File: config.mk
export PLATFORM = sky130hd
export DESIGN_NAME = bus_sequencer
export DESIGN_NICKNAME = d
export VERILOG_FILES = /design/src/rtl/bus_seq_pkg.sv /design/src/rtl/bus_sequencer_sync_edge.sv /design/src/rtl/bus_sequencer.sv
export SDC_FILE = /design/constraint.sdc
export NUM_CORES = 1
export LEC_CHECK = 0
export CAP_MARGIN = 0
export CORE_MARGIN = 2
export CORE_UTILIZATION = 35
export CTS_CLUSTER_DIAMETER = 80
export DETAILED_ROUTE_END_ITERATION = 10
export SETUP_SLACK_MARGIN = 0.02
export SLEW_MARGIN = 15
export SYNTH_ARGS = -nofsm -noshare
export SYNTH_HDL_FRONTEND = slang
export SYNTH_SLANG_ARGS = --single-unit
File: constraint.sdc
create_clock -name CPUCLK_IN -period 2.4 [get_ports CPUCLK_IN]
set_input_delay 0.24 -clock CPUCLK_IN [delete_from_list [all_inputs] [get_ports CPUCLK_IN]]
set_output_delay 0.24 -clock CPUCLK_IN [all_outputs]
set_load 0.01 [all_outputs]
File: src/rtl/bus_seq_pkg.sv
// Shared definitions for the 68000 bus sequencer: FSM encoding, default
// power-on hold length and the bus request qualifier.
package bus_seq_pkg;

  typedef enum logic [2:0] {
    ST_POR       = 3'd0,
    ST_IDLE      = 3'd1,
    ST_WAIT      = 3'd2,
    ST_STEP_HOLD = 3'd3,
    ST_ACK       = 3'd4
  } state_t;

  localparam int DEFAULT_RESET_CYCLES = 10000;

  // A bus cycle is live only when AS is accompanied by at least one data strobe.
  function automatic logic bus_req(input logic as_l, input logic uds_l, input logic lds_l);
    return as_l & (uds_l | lds_l);
  endfunction

endpackage

File: src/rtl/bus_sequencer_sync_edge.sv
// Two-flop synchroniser for an asynchronous input, with a one-clock pulse on
// each rising edge of the synchronised level.
module sync_edge (
  input  logic clk,
  input  logic rst_n,
  input  logic din,
  output logic level,
  output logic rise
);

  logic meta;
  logic sync;
  logic sync_d;

  // Synchroniser chain plus one history flop for edge detection.
  always_ff @(posedge clk) begin
    if (!rst_n) begin
      meta   <= 1'b0;
      sync   <= 1'b0;
      sync_d <= 1'b0;
    end else begin
      meta   <= din;
      sync   <= meta;
      sync_d <= sync;
    end
  end

  // Pulse is formed purely from flop outputs, so it is glitch-free.
  assign level = sync;
  assign rise  = sync & ~sync_d;

endmodule

File: src/rtl/bus_sequencer.sv
// 68000 board bus controller: power-on RESET/HALT sequencing, DTACK generation
// with wait states, and single-step stalling of bus cycles.
module bus_sequencer
  import bus_seq_pkg::*;
#(
  parameter int RESET_CYCLES = DEFAULT_RESET_CYCLES,
  parameter int COUNT_W      = 14,
  parameter int WAIT_STATES  = 0,
  parameter int WAIT_W       = 4,
  parameter int CYC_W        = 16
) (
  input  logic             CPUCLK_IN,
  input  logic             RST_N_IN,
  input  logic             STEPEN_IN,
  input  logic             STEP_IN,
  input  logic             AS_IN,
  input  logic             UDS_IN,
  input  logic             LDS_IN,
  output logic             RESET,
  output logic             HALT,
  output logic             RUN,
  output logic             DTACK,
  output logic             STEP_WAIT,
  output logic [CYC_W-1:0] CYCLE_CNT
);

  localparam logic [COUNT_W-1:0] POR_LAST  = COUNT_W'(RESET_CYCLES - 1);
  localparam logic [WAIT_W-1:0]  WAIT_LOAD = WAIT_W'(WAIT_STATES);

  state_t              state;
  logic [COUNT_W-1:0]  por_cnt;
  logic [WAIT_W-1:0]   wait_cnt;
  logic                req;
  logic                stepen_sync;
  logic                stepen_rise_unused;
  logic                step_rise;

  assign req = bus_req(AS_IN, UDS_IN, LDS_IN);

  sync_edge u_sync_stepen (
    .clk   (CPUCLK_IN),
    .rst_n (RST_N_IN),
    .din   (STEPEN_IN),
    .level (stepen_sync),
    .rise  (stepen_rise_unused)
  );

  sync_edge u_sync_step (
    .clk   (CPUCLK_IN),
    .rst_n (RST_N_IN),
    .din   (STEP_IN),
    .level (),
    .rise  (step_rise)
  );

  // Bus sequencing FSM with all board-facing outputs registered.
  always_ff @(posedge CPUCLK_IN) begin
    if (!RST_N_IN) begin
      state     <= ST_POR;
      por_cnt   <= '0;
      wait_cnt  <= '0;
      RESET     <= 1'b0;
      HALT      <= 1'b0;
      RUN       <= 1'b0;
      DTACK     <= 1'b0;
      STEP_WAIT <= 1'b0;
      CYCLE_CNT <= '0;
    end else begin
      case (state)
        ST_POR: begin
          // Counter parks on its last value; it is only rearmed by reset.
          if (por_cnt == POR_LAST) begin
            RESET <= 1'b1;
            HALT  <= 1'b1;
            RUN   <= 1'b1;
            state <= ST_IDLE;
          end else begin
            por_cnt <= por_cnt + COUNT_W'(1);
          end
        end
        ST_IDLE: begin
          if (req) begin
            if (stepen_sync) begin
              STEP_WAIT <= 1'b1;
              state     <= ST_STEP_HOLD;
            end else if (WAIT_STATES == 0) begin
              DTACK <= 1'b1;
              state <= ST_ACK;
            end else begin
              wait_cnt <= WAIT_LOAD;
              state    <= ST_WAIT;
            end
          end else begin
            state <= ST_IDLE;
          end
        end
        ST_WAIT: begin
          if (!AS_IN) begin
            state <= ST_IDLE;
          end else if (wait_cnt <= WAIT_W'(1)) begin
            DTACK <= 1'b1;
            state <= ST_ACK;
          end else begin
            wait_cnt <= wait_cnt - WAIT_W'(1);
          end
        end
        ST_STEP_HOLD: begin
          // Only a STEP edge releases the cycle; STEPEN changes are ignored here.
          if (!AS_IN) begin
            STEP_WAIT <= 1'b0;
            state     <= ST_IDLE;
          end else if (step_rise) begin
            STEP_WAIT <= 1'b0;
            DTACK     <= 1'b1;
            state     <= ST_ACK;
          end else begin
            state <= ST_STEP_HOLD;
          end
        end
        ST_ACK: begin
          if (!AS_IN) begin
            DTACK     <= 1'b0;
            CYCLE_CNT <= CYCLE_CNT + CYC_W'(1);
            state     <= ST_IDLE;
          end else begin
            DTACK <= 1'b1;
          end
        end
        default: begin
          DTACK     <= 1'b0;
          STEP_WAIT <= 1'b0;
          state     <= RUN ? ST_IDLE : ST_POR;
        end
      endcase
    end
  end

endmodule
# Word level (Yosys, flattened, before mapping)

Index checks and enable logic that the tools add are counted.

Register bits after elaboration: 45
Output and inout bits: 21
Logic and storage cells: 73
Input port bits: 7

Bitwise gates (word level): 9
$lt $le $gt $ge: 1
Add/sub/neg operators: 3
Multiplexer cells: 23
Equality and inequality tests: 16
Reduce and logical (&&, ||, !) cells: 9

Operators by type and width:

| cell                                                           | number |
|---|---|
| 2-to-1 mux 3 bit                                               | 8 |
| adder 16 x 1 -> 16 bit, second input constant                  | 1 |
| != test 2 bit, second input constant                           | 8 |
| case mux 3 bit (5 select lines)                                | 1 |
| adder 14 x 1 -> 14 bit, second input constant                  | 1 |
| == test 14 bit, second input constant                          | 1 |
| 2-to-1 mux 1 bit                                               | 12 |
| AND reduction 7 bit                                            | 1 |
| == test 3 x 2 -> 1 bit, second input constant                  | 2 |
| != test 3 bit, second input constant                           | 2 |
| inverter 1 bit                                                 | 6 |
| AND reduction 2 bit                                            | 3 |
| AND reduction 3 bit                                            | 2 |
| case mux 1 bit (5 select lines)                                | 1 |
| less-or-equal comparator 4 x 1 -> 1 bit, second input constant | 1 |
| AND reduction 4 bit                                            | 1 |
| subtractor 4 x 1 -> 4 bit, second input constant               | 1 |
| == test 3 x 1 -> 1 bit, second input constant                  | 1 |
| == test 3 bit, second input constant                           | 1 |
| zero test 3 bit                                                | 1 |
| case mux 1 bit (3 select lines)                                | 1 |
| OR reduction 3 bit                                             | 1 |
| bitwise AND 1 bit                                              | 2 |
| != test 2 x 1 -> 1 bit, second input constant                  | 1 |
| bitwise OR 1 bit                                               | 1 |

# Longest topological paths before layout

Gate-level depths: netlist of run 1.

Depth in word-level cells: 5
Mapped depth: 7
Mapped depth without buffers: 7

# Cells and area by module

Synthesis of run 1 repeated with hierarchy kept, for this count alone.

Cells, all modules: 235
Area, all modules: 2225.9 sq um

By module, submodules not included:

| module        | instances | area an instance (sq um) | cells an instance | sequential area each (sq um) |
|---|---|---|---|---|
| bus_sequencer | 1         | 2040.7                   | 221               | 800.8 |
| sync_edge     | 2         | 92.6                     | 7                 | 60.1 |

# Worst setup path after synthesis of run 1

Ideal clock, no wire load.

Path kind: reg2reg
Start: register state[1]
End: register CYCLE_CNT[13]
Period minus slack after synthesis: 1.815 ns
Setup slack: 0.585 ns
Path buffers: 1
Arrival time: 1.700 ns
Cell stages (with the launch flop): 7
Setup time: 0.115 ns
Cells stage by stage: dfxtp_1 or4b_1 buf_2 nor4_4 nand3_1 xnor2_1 and2_1

Longest elaborated chain between the ends: 2

RTL lines:

| what                          | line                 | text |
|---|---|---|
| from (decl)                   | bus_sequencer.sv:30  | `state_t state;` |
| from (signal assigned)        | bus_sequencer.sv:132 | `state <= RUN ? ST_IDLE : ST_POR;` |
| == test 3 bit                 | bus_sequencer.sv:69  | `case (state)` |
| AND reduction 2 bit (no line) | --                   |  |
| to (signal assigned)          | bus_sequencer.sv:123 | `CYCLE_CNT <= CYCLE_CNT + CYC_W'(1);` |
| to (decl)                     | bus_sequencer.sv:24  | `output logic [CYC_W-1:0] CYCLE_CNT` |

Every way passes these cells.
A chain may end at the register's enable or synchronous reset.

# Worst setup path after layout of run 1

Start: input port AS_IN
End: register CYCLE_CNT[13]

Longest elaborated chain between the ends: 2

RTL lines:

| what                          | line                | text |
|---|---|---|
| from (decl)                   | bus_sequencer.sv:16 | `input logic AS_IN,` |
| inverter 1 bit (no line)      | --                  |  |
| AND reduction 2 bit (no line) | --                  |  |

Every way passes these cells.

==> impl_metrics.csv, run 1 <==
group,metric,value,unit
clock_network,clk_path_buf_depth,2,
global_route,grt_pass1_vias,1594,
place,dp_cells,338,
cells_and_area,antenna_cells,0,
die,core_area,5956,um^2
cells_and_area,nets,281,
synthesis,syn_area,2165,um^2
detailed_routing,drc,0,
critical_path,required,2.60,ns
critical_path,path_max_fanout,5,
detailed_routing,wire_per_inst,12.11,um
timing,relSlewSlack,66.29,%
synthesis,avgSynthCellArea,8.982,um^2
job,drv_cap,0,
clock_network,post-cts-setup-buffer-count,0,
detailed_routing,firstDrtPassIters,4,
clock_network,cts_resized,0,
status,outcome,"complete, no violations",
synthesis,ys_top_cells_by_count,"dfxtp_1, and2_1, xnor2_1",
critical_path,critPathArrivalTime,2.09,ns
timing,period_needed,1.896,ns
clock_network,clk_pin_slew,0.08,ns
timing,worst_pin_slew,0.4986,ns
die,die_x,82.64,um
critical_path,critPathCaptureType,"flop",
synthesis,synthesis.nets,252,
die,die-area,6829,um^2
global_route,grt_pass1_wl,7.314,mm
clock_network,root_buffer,"clkbuf_8",
place,place_area,2531,um^2
timing,fmax,527.5,MHz
synthesis,synthFlopType,"dfxtp_1",
synthesis,yosysMostFrequentCell,"dfxtp_1",
clock_network,cts_buffers,5,
worst_hold_path,hp-class,"reg -> reg",
synthesis,yosysTopAreaCell,"dfxtp_1",
synthesis,ys_seq_area_share,41.62,%
global_route,antenna_found_initial,0,
synthesis,syn_inst,241,
cells_and_area,seqCellArea,900.9,um^2
power,ir_drop,0.2593,mV
critical_path,crit_type,"in -> reg",
clock_network,h-tree-depth,2,
timing,slew_viol_final,0,
timing,hold_viol,0,
synthesis,synth-edff-count,0,
synthesis,synth_top_area_share,41.62,%
clock_network,cts_tree,"done",
cells_and_area,multi_input_area,1187,um^2
place,io_buffers,27,
cells_and_area,final_cells,346,
detailed_routing,via_per_inst,4.942,
global_route,track_usage,13.83,%
critical_path,startpoint_type,"input port",
detailed_routing,postRouteWirelength,4.190,mm
detailed_routing,drtIter0Drc,37,
die,io_pins,28,
cells_and_area,drive_above_1_share,7.380,%
cells_and_area,syn2layout_area_growth,22.31,%
detailed_routing,antenna_left,0,
synthesis,async_flop_share,0,%
detailed_routing,vias,1710,
timing,rsz0062_at_grt,"false",
cells_and_area,nFillCells,626,
place,hpwl,2.958,mm
timing,finalCritPeriodShare,78.99,%
synthesis,synth.top_cells.by_area,"dfxtp_1, and2_1, xnor2_1",
synthesis,ys_types,44,
synthesis,yosysWarnings,0,
place,gp_congestion,0.7492,
global_route,grt-ovfl-total,0,
timing,finalSetupTns,0,ns
power,p_leak,1.007,nW
die,num_rows,28,
die,die_h,82.64,um
synthesis,ys_ff_latch,45,
clock_network,cts_sinks,45,
clock_network,insertion_delay,0.30,ns
power,p_per_area,528.8,nW/um^2
timing,skew,0.007569,ns
clock_network,cts_hold_buf,0,
global_route,grt_max_degree,32,
cells_and_area,final_cell_area,2648,um^2
timing,setup_violations,0,
die,start_util,36.34,%
## cells by family (layout without fill, tap and decap cells)
| group | Yosys count | count (layout) | share of synthesized area [%] |
|---|---|---|---|
| simple gates | 120 | 120 | 32.49 |
| flops | 45 | 45 | 41.62 |
| fa+ha+maj | 4 | 4 | 2.312 |
| buf+inv | 18 | 48 | 3.526 |
| compound gates | 25 | 25 | 8.324 |
| xor+xnor | 29 | 29 | 11.73 |
## through the flow
step           utilization (%)   power, W  worst slack, ns  hold slack (ns)
4_1_cts                  44.45   0.001422           0.4874           0.4444
6_report                 44.45   0.001400           0.5043           0.4415
3_5_place_dp             42.50  0.0008262           0.1690           0.4238
2_1_floorplan                -  0.0008050           0.5851           0.3673
3_3_place_gp             42.50  0.0008254           0.2074           0.4169
5_1_grt                  44.45   0.001459           0.3809           0.4888
## final cells by class
cell class / instances / area share (%)
multi-input combinational: 178 / 44.85
timing repair buffer: 35 / 12.48
inverter: 5 / 0.7089
sequential: 45 / 34.03
tap: 75 / 3.544
clock inverter: 1 / 1.134
clock buffer: 7 / 3.261
## critical path, stage by stage
cell and delay, ns:
clkdlybuf4s50_1 0.42, or4b_1 0.62, nor4_4 0.38, nand3_1 0.15, xnor2_1 0.14, and2_1 0.15
## routing by layer
layer | global-route usage (%) | part of all wire, %
met5 | 0 | 0
met4 | 4.426 | 1.3
met3 | 3.587 | 4.8
met1 | 17.74 | 48
met2 | 22.66 | 46
## where the power goes
part	internal (W)	switching (W)
Clock	0.000340	0.000252
Combinational	0.0000246	0.0000235
Sequential	0.000754	0.00000602
Total	0.00112	0.000282
## cells in the final DEF (no fill, tap or decap), types with 2 or more instances in the layout
cell type	instances
and4_1	3
nor3_2	2
xor2_1	5
buf_4	8
nand2_1	22
inv_1	5
a21boi_1	3
xnor2_1	24
clkbuf_8	6
nor3_1	4
nand4_1	9
ha_1	4
o21a_1	2
o21ai_0	5
nor4_1	2
nand2b_1	4
nor2_1	8
nand3_1	13
nor2b_1	4
and2_1	34
nor4b_1	3
clkdlybuf4s50_1	27
dfxtp_1	45
a21oi_1	2
and3_1	6
## worst paths after layout
path	startpoint	end	slack, ns	cells past startpoint
setup / recovery	AS_IN	CYCLE_CNT[13]	0.50	6
hold / removal	u_sync_step.meta	u_sync_step.level	0.44	1
setup reg to reg	state[0]	CYCLE_CNT[13]	0.51	5
hold reg to reg	u_sync_step.meta	u_sync_step.level	0.44	1
## state kept, by name, indices dropped and copies added (netlist names), 3 cells and up
name,count
CYCLE_CNT,16
state,3
wait_cnt,4
por_cnt,14
Note: power is estimated with default switching activity, not from simulation.
==> run 2: changes to the inputs <==
- clock period: 2.4 -> 1.55 ns (I/O delays scaled with it)
==> run 2 against run 1 <==
  * The flow now finishes with violations (negative setup slack)
  * Sequential power grew 55%
  * Combinational power increased by 90%
  * Sequential share of layout area fell by 4.8 points
  * Die area is the same
  * Clock-buffer cell count unchanged
  * Critical endpoint is now CYCLE_CNT[9]
  * Largest cell class unchanged
==> impl_metrics.csv, run 2 (same netlist as run 1, synthesis figures left out) <==
group,metric,value,unit
die,io_pins,28,
place,pre_cts_ws,-0.4745,ns
status,outcome,"finished, violations left",
place,hpwl,3.105,mm
global_route,track_usage,13.60,%
critical_path,startpoint_type,"flop",
worst_hold_path,hp-class,"in -> reg",
detailed_routing,wire_per_inst,12.62,um
worst_hold_path,hold_depth,2,
power,power,0.002182,W
cells_and_area,final_cell_area,3129,um^2
job,drv_cap,0,
clock_network,cts_hold_buf,0,
clock_network,insertion_delay,0.29,ns
cells_and_area,seqCellArea,914.6,um^2
cells_and_area,reg_top3,"CYCLE_CNT x16, por_cnt x14, wait_cnt x4",
cells_and_area,largest_reg_flops,16,
status,violations,"negative setup slack",
cells_and_area,multi_input_area,1378,um^2
critical_path,critical_path_buf_inv_count,0,
critical_path,r2r_cells,5,
timing,hold_viol,0,
cells_and_area,final_common_cell,"dfxtp_1",
cells_and_area,syn2layout_area_growth,44.57,%
die,num_rows,28,
detailed_routing,drc,0,
global_route,grt_pass1_wl,7.245,mm
timing,hold_ws,0.4346,ns
power,p_per_area,697.4,nW/um^2
timing,period_needed,1.640,ns
timing,setup_violations,14,
critical_path,crit_family,"simple AND/OR/NAND/NOR gates",
place,gp_congestion,0.8232,
detailed_routing,postRouteWirelength,4.759,mm
critical_path,critPathCaptureType,"flop",
place,place_area,2731,um^2
detailed_routing,antenna_left,0,
power,ir_drop,0.4251,mV
die,die_h,82.64,um
detailed_routing,drtIter0Drc,81,
critical_path,crit_cells,5,
cells_and_area,largest-register,"CYCLE_CNT",
timing,relSlewSlack,72.30,%
cells_and_area,final_cells,377,
timing,fin_ws,-0.08965,ns
die,die-area,6829,um^2
critical_path,path_max_fanout,4,
clock_network,cts_sinks,45,
critical_path,slowest_delay,0.58,ns
power,p_leak,1.252,nW
clock_network,h-tree-depth,2,
critical_path,required,1.79,ns
die,die_x,82.64,um
global_route,grt_pass1_vias,1640,
cells_and_area,drive_above_1_share,29.14,%
die,core_area,5956,um^2
clock_network,clk_path_buf_depth,2,
timing,skew,0.005904,ns
timing,fmax,609.9,MHz
clock_network,cts_tree,"done",
timing,worst_pin_slew,0.4123,ns
timing,rsz0062_at_grt,"true",
timing,finalCritPeriodShare,105.8,%
cells_and_area,nFillCells,550,
clock_network,root_buffer,"clkbuf_8",
cells_and_area,antenna_cells,0,
global_route,antenna_found_initial,0,
detailed_routing,via_per_inst,4.873,
critical_path,crit_path_cell_trace,"or4b_4 > or2_4 > nor3_2 > xor2_1 > and2_1",
global_route,grtUsageMet1,17.79,%
detailed_routing,firstDrtPassIters,4,
global_route,use_met3,3.587,%
clock_network,cts_buffers,5,
global_route,grt-ovfl-total,0,
global_route,grt_busiest_layer,"met2",
global_route,grt_max_degree,23,
clock_network,clk_pin_slew,0.08,ns
place,io_buffers,27,
global_route,use_met2,21.53,%
timing,slew_viol_final,0,
cells_and_area,nets,312,
die,start_util,36.34,%
critical_path,rrSetupSlack,-0.09,ns
place,dp_cells,362,
cells_and_area,layout_common_cells,"dfxtp_1, and2_1, buf_4",
critical_path,crit_type,"reg -> reg",
critical_path,critPathArrivalTime,1.88,ns
detailed_routing,vias,1837,
critical_path,slowest_stage,"or4b_4",
## run 2: changes by cell type in the layout (fill, tap and decap cells not counted), moves of 4 or more
cell	change
dfxtp_2	+5
nand2_1	-4
dfxtp_1	-7
buf_4	+22
buf_6	+8
nand3_1	-4
## run 2: timing repair
action / in CTS / in global routing
endpoints found under the setup margin: 18 / 32
pin swaps: 0 / 29
gates resized for setup: 6 / 49
buffers inserted: 0 / 8
## run 2: final cells by class
| class | instances | share of cell area (%) |
|---|---|---|
| multi-input combinational | 178 | 44.02 |
| sequential | 45 | 29.23 |
| inverter | 5 | 0.5998 |
| clock inverter | 1 | 0.9596 |
| timing repair buffer | 66 | 19.43 |
| clock buffer | 7 | 2.759 |
| tap | 75 | 2.999 |
## run 2: per-layer routing
| metal | wire length, um | vias up |
|---|---|---|
| met4 | 34 | 0 |
| met3 | 203 | 2 |
| met1 | 2242 | 849 |
| li1 | - | 952 |
| met2 | 2278 | 34 |
| met5 | 0 | - |
## run 2: worst paths after layout
| path | startpoint | to |
|---|---|---|
| worst min-delay path | STEP_IN | u_sync_step.meta |
| worst max-delay path | state[0] | CYCLE_CNT[9] |
| worst min register to register | u_sync_stepen.meta | u_sync_stepen.level |
| worst max register to register | state[0] | CYCLE_CNT[9] |
## run 2: worst reg2reg max path, stage by stage, from the launching register on
cell and delay, ns:
dfxtp_2 0.33, or4b_4 0.58, or2_4 0.28, nor3_2 0.12, xor2_1 0.14, and2_1 0.13
## run 2: power by group
part	total, W	internal (W)	switching [W]	leakage, nW
sequential	0.00118	0.00117	0.0000108	0.368
clock	0.000914	0.000526	0.000388	0.0585
combinational	0.0000915	0.0000506	0.0000409	0.826
total	0.00218	0.00174	0.000440	1.25
## run 2: through the flow
stage | util, % | TNS (ns)
floorplan | - | -0.7295
global placement | 45.86 | -6.611
detailed placement | 45.86 | -7.299
CTS | 48.19 | -0.8732
global route | 52.54 | -2.184
finish | 52.54 | -0.5848
==> run 3: changes to the inputs <==
- ABC_CLOCK_PERIOD_IN_PS: not set -> 1300
- TNS_END_PERCENT: not set -> 10
- clock period: 1.55 -> 1.3 ns (I/O delays scaled with it)
==> run 3 against run 2 <==
  * The run still ends with negative setup slack left
  * Maximum frequency is 0.52% higher
  * Utilization is 0.13 points lower
  * Sequential power up 19%
  * Total power up 8.2%
  * Non-clock buffer count up 17
  * Die area unchanged
  * Critical endpoint unchanged
  * Critical path depth did not move
  * Clock-buffer cell count down 1
==> impl_metrics.csv, run 3 (same netlist as run 1, synthesis figures left out) <==
group,metric,value,unit
cells_and_area,multi_input_area,1314,um^2
cells_and_area,antenna_cells,0,
die,start_util,36.34,%
global_route,grt-ovfl-total,0,
die,die_h,82.64,um
critical_path,rrSetupSlack,-0.33,ns
detailed_routing,firstDrtPassIters,4,
status,outcome,"finished, violations left",
die,die_x,82.64,um
cells_and_area,nets,329,
power,p_int,0.001837,W
die,io_pins,28,
power,clockPowerShare,35.2,%
global_route,antenna_found_initial,0,
cells_and_area,syn2layout_area_growth,44.22,%
detailed_routing,antenna_left,0,
clock_network,clk_pin_slew,0.08,ns
timing,rsz0062_at_grt,"true",
timing,period_needed,1.631,ns
global_route,grt_pass1_vias,1842,
die,die-area,6829,um^2
timing,relSlewSlack,72.73,%
clock_network,clk_path_buf_depth,2,
critical_path,r2r_start,"state[0]",
clock_network,h-tree-depth,2,
cells_and_area,reg_top3,"CYCLE_CNT x16, por_cnt x14, wait_cnt x4",
die,core_area,5956,um^2
cells_and_area,drive_above_1_share,31.97,%
global_route,grt_pass1_wl,8.211,mm
cells_and_area,final_common_cell,"buf_4",
timing,hold_ws,0.4012,ns
power,p_switching,0.0005242,W
detailed_routing,drc,0,
worst_hold_path,hp-class,"in -> reg",
detailed_routing,drtIter0Drc,44,
power,p_seq_share,59.4,%
power,power_frac_comb,5.3,%
critical_path,critPathArrivalTime,1.88,ns
place,hpwl,3.321,mm
cells_and_area,seqCellArea,915.9,um^2
detailed_routing,via_per_inst,4.883,
cells_and_area,final_cells,394,
critical_path,crit_path_start,"state[0]",
critical_path,crit_type,"reg -> reg",
worst_hold_path,min_from,"STEPEN_IN",
timing,finalCritPeriodShare,125.5,%
critical_path,path_max_fanout,4,
detailed_routing,wire_per_inst,12.08,um
place,io_buffers,27,
timing,fin_ws,-0.3311,ns
timing,slew_viol_final,0,
job,drv_cap,0,
clock_network,cts_buffers,5,
critical_path,required,1.55,ns
global_route,grt_max_degree,18,
timing,setup_violations,40,
place,gp_congestion,0.7750,
timing,fmax,613.1,MHz
clock_network,cts_hold_buf,0,
cells_and_area,largest-register,"CYCLE_CNT",
cells_and_area,fin_util,52.42,%
timing,worst_pin_slew,0.4034,ns
status,violations,"negative setup slack",
cells_and_area,layout_common_cells,"buf_4, and2_1, dfxtp_1",
cells_and_area,largest_reg_flops,16,
power,p_per_area,756.4,nW/um^2
global_route,track_usage,15.75,%
place,dp_cells,384,
power,ir_drop,0.5345,mV
timing,hold_viol,0,
critical_path,critPathCaptureType,"flop",
critical_path,startpoint_type,"flop",
clock_network,insertion_delay,0.30,ns
clock_network,cts_sinks,45,
clock_network,root_buffer,"clkbuf_8",
detailed_routing,vias,1924,
clock_network,cts_tree,"done",
detailed_routing,postRouteWirelength,4.759,mm
power,p_sw_share,22.20,%
cells_and_area,nFillCells,571,
timing,skew,0.006510,ns
die,num_rows,28,
power,p_leak,1.371,nW
[run 3: changes by cell type in the layout (fill, tap and decap cells not counted), moves of 3 or more]
cell / previous run / this run
dlymetal6s2s_1: 3 / 0
nand3_2: 3 / 0
nand3_1: 9 / 13
buf_6: 8 / 5
dlygate4sd2_1: 0 / 20
buf_4: 30 / 50
dfxtp_1: 38 / 33
dfxtp_2: 5 / 12
clkdlybuf4s50_1: 24 / 7
[run 3: area by class of cell]
| type | instances | share of cell area (%) |
|---|---|---|
| Clock buffer | 6 | 2.325 |
| Tap cell | 75 | 3.006 |
| Inverter | 5 | 0.6012 |
| Sequential cell | 45 | 29.34 |
| Clock inverter | 2 | 0.3206 |
| Timing Repair Buffer | 83 | 22.32 |
| Multi-Input combinational cell | 178 | 42.08 |
[run 3: through the flow]
stage / TNS [ns] / power [W] / setup slack [ns] / cell area [um^2]
final: -7.362 / 0.002361 / -0.3311 / 3122
after global routing: -10.66 / 0.002477 / -0.4054 / 3122
after global placement: -14.37 / 0.001549 / -0.6492 / 2905
after floorplan: -6.899 / 0.001486 / -0.3762 / 2187
after detailed placement: -14.66 / 0.001551 / -0.6564 / 2905
after CTS: -7.439 / 0.002411 / -0.3336 / 3074
[run 3: worst max-delay path: stages (launching register included)]
cell,delay [ns]
dfxtp_2,0.34
or4b_4,0.57
or2_4,0.29
nor3_2,0.13
xor2_1,0.14
and2_1,0.12
[run 3: per-layer routing]
metal	GRT usage [%]	wire, um	part of all wire [%]	vias up
met5	0	0	0	-
li1	-	-	-	978
met2	27.50	2364	50	42
met3	3.804	237	5.0	7
met1	18.58	2083	44	897
met4	6.066	74	1.6	0
[run 3: timing repair]
action / in CTS / in global routing
buffers inserted: 2 / 0
cloned: 0 / 0
pin swaps: 13 / 3
gates resized for setup: 50 / 12
endpoints found under the setup margin: 60 / 41
[run 3: worst paths after layout]
kind / endpoint / depth (start not counted)
setup reg to reg: CYCLE_CNT[9] / 5
hold / removal: u_sync_stepen.meta / 2
hold reg to reg: u_sync_step.level / 1
setup / recovery: CYCLE_CNT[9] / 5
[run 3: power by group through the flow]
stage                     Sequential (W)  Clock, W  Combinational, W
after floorplan                  0.00143         0         0.0000538
after global placement           0.00143         0          0.000118
after detailed placement         0.00143         0          0.000119
after CTS                        0.00140  0.000883          0.000125
after global routing             0.00140  0.000930          0.000142
final                            0.00140  0.000832          0.000126
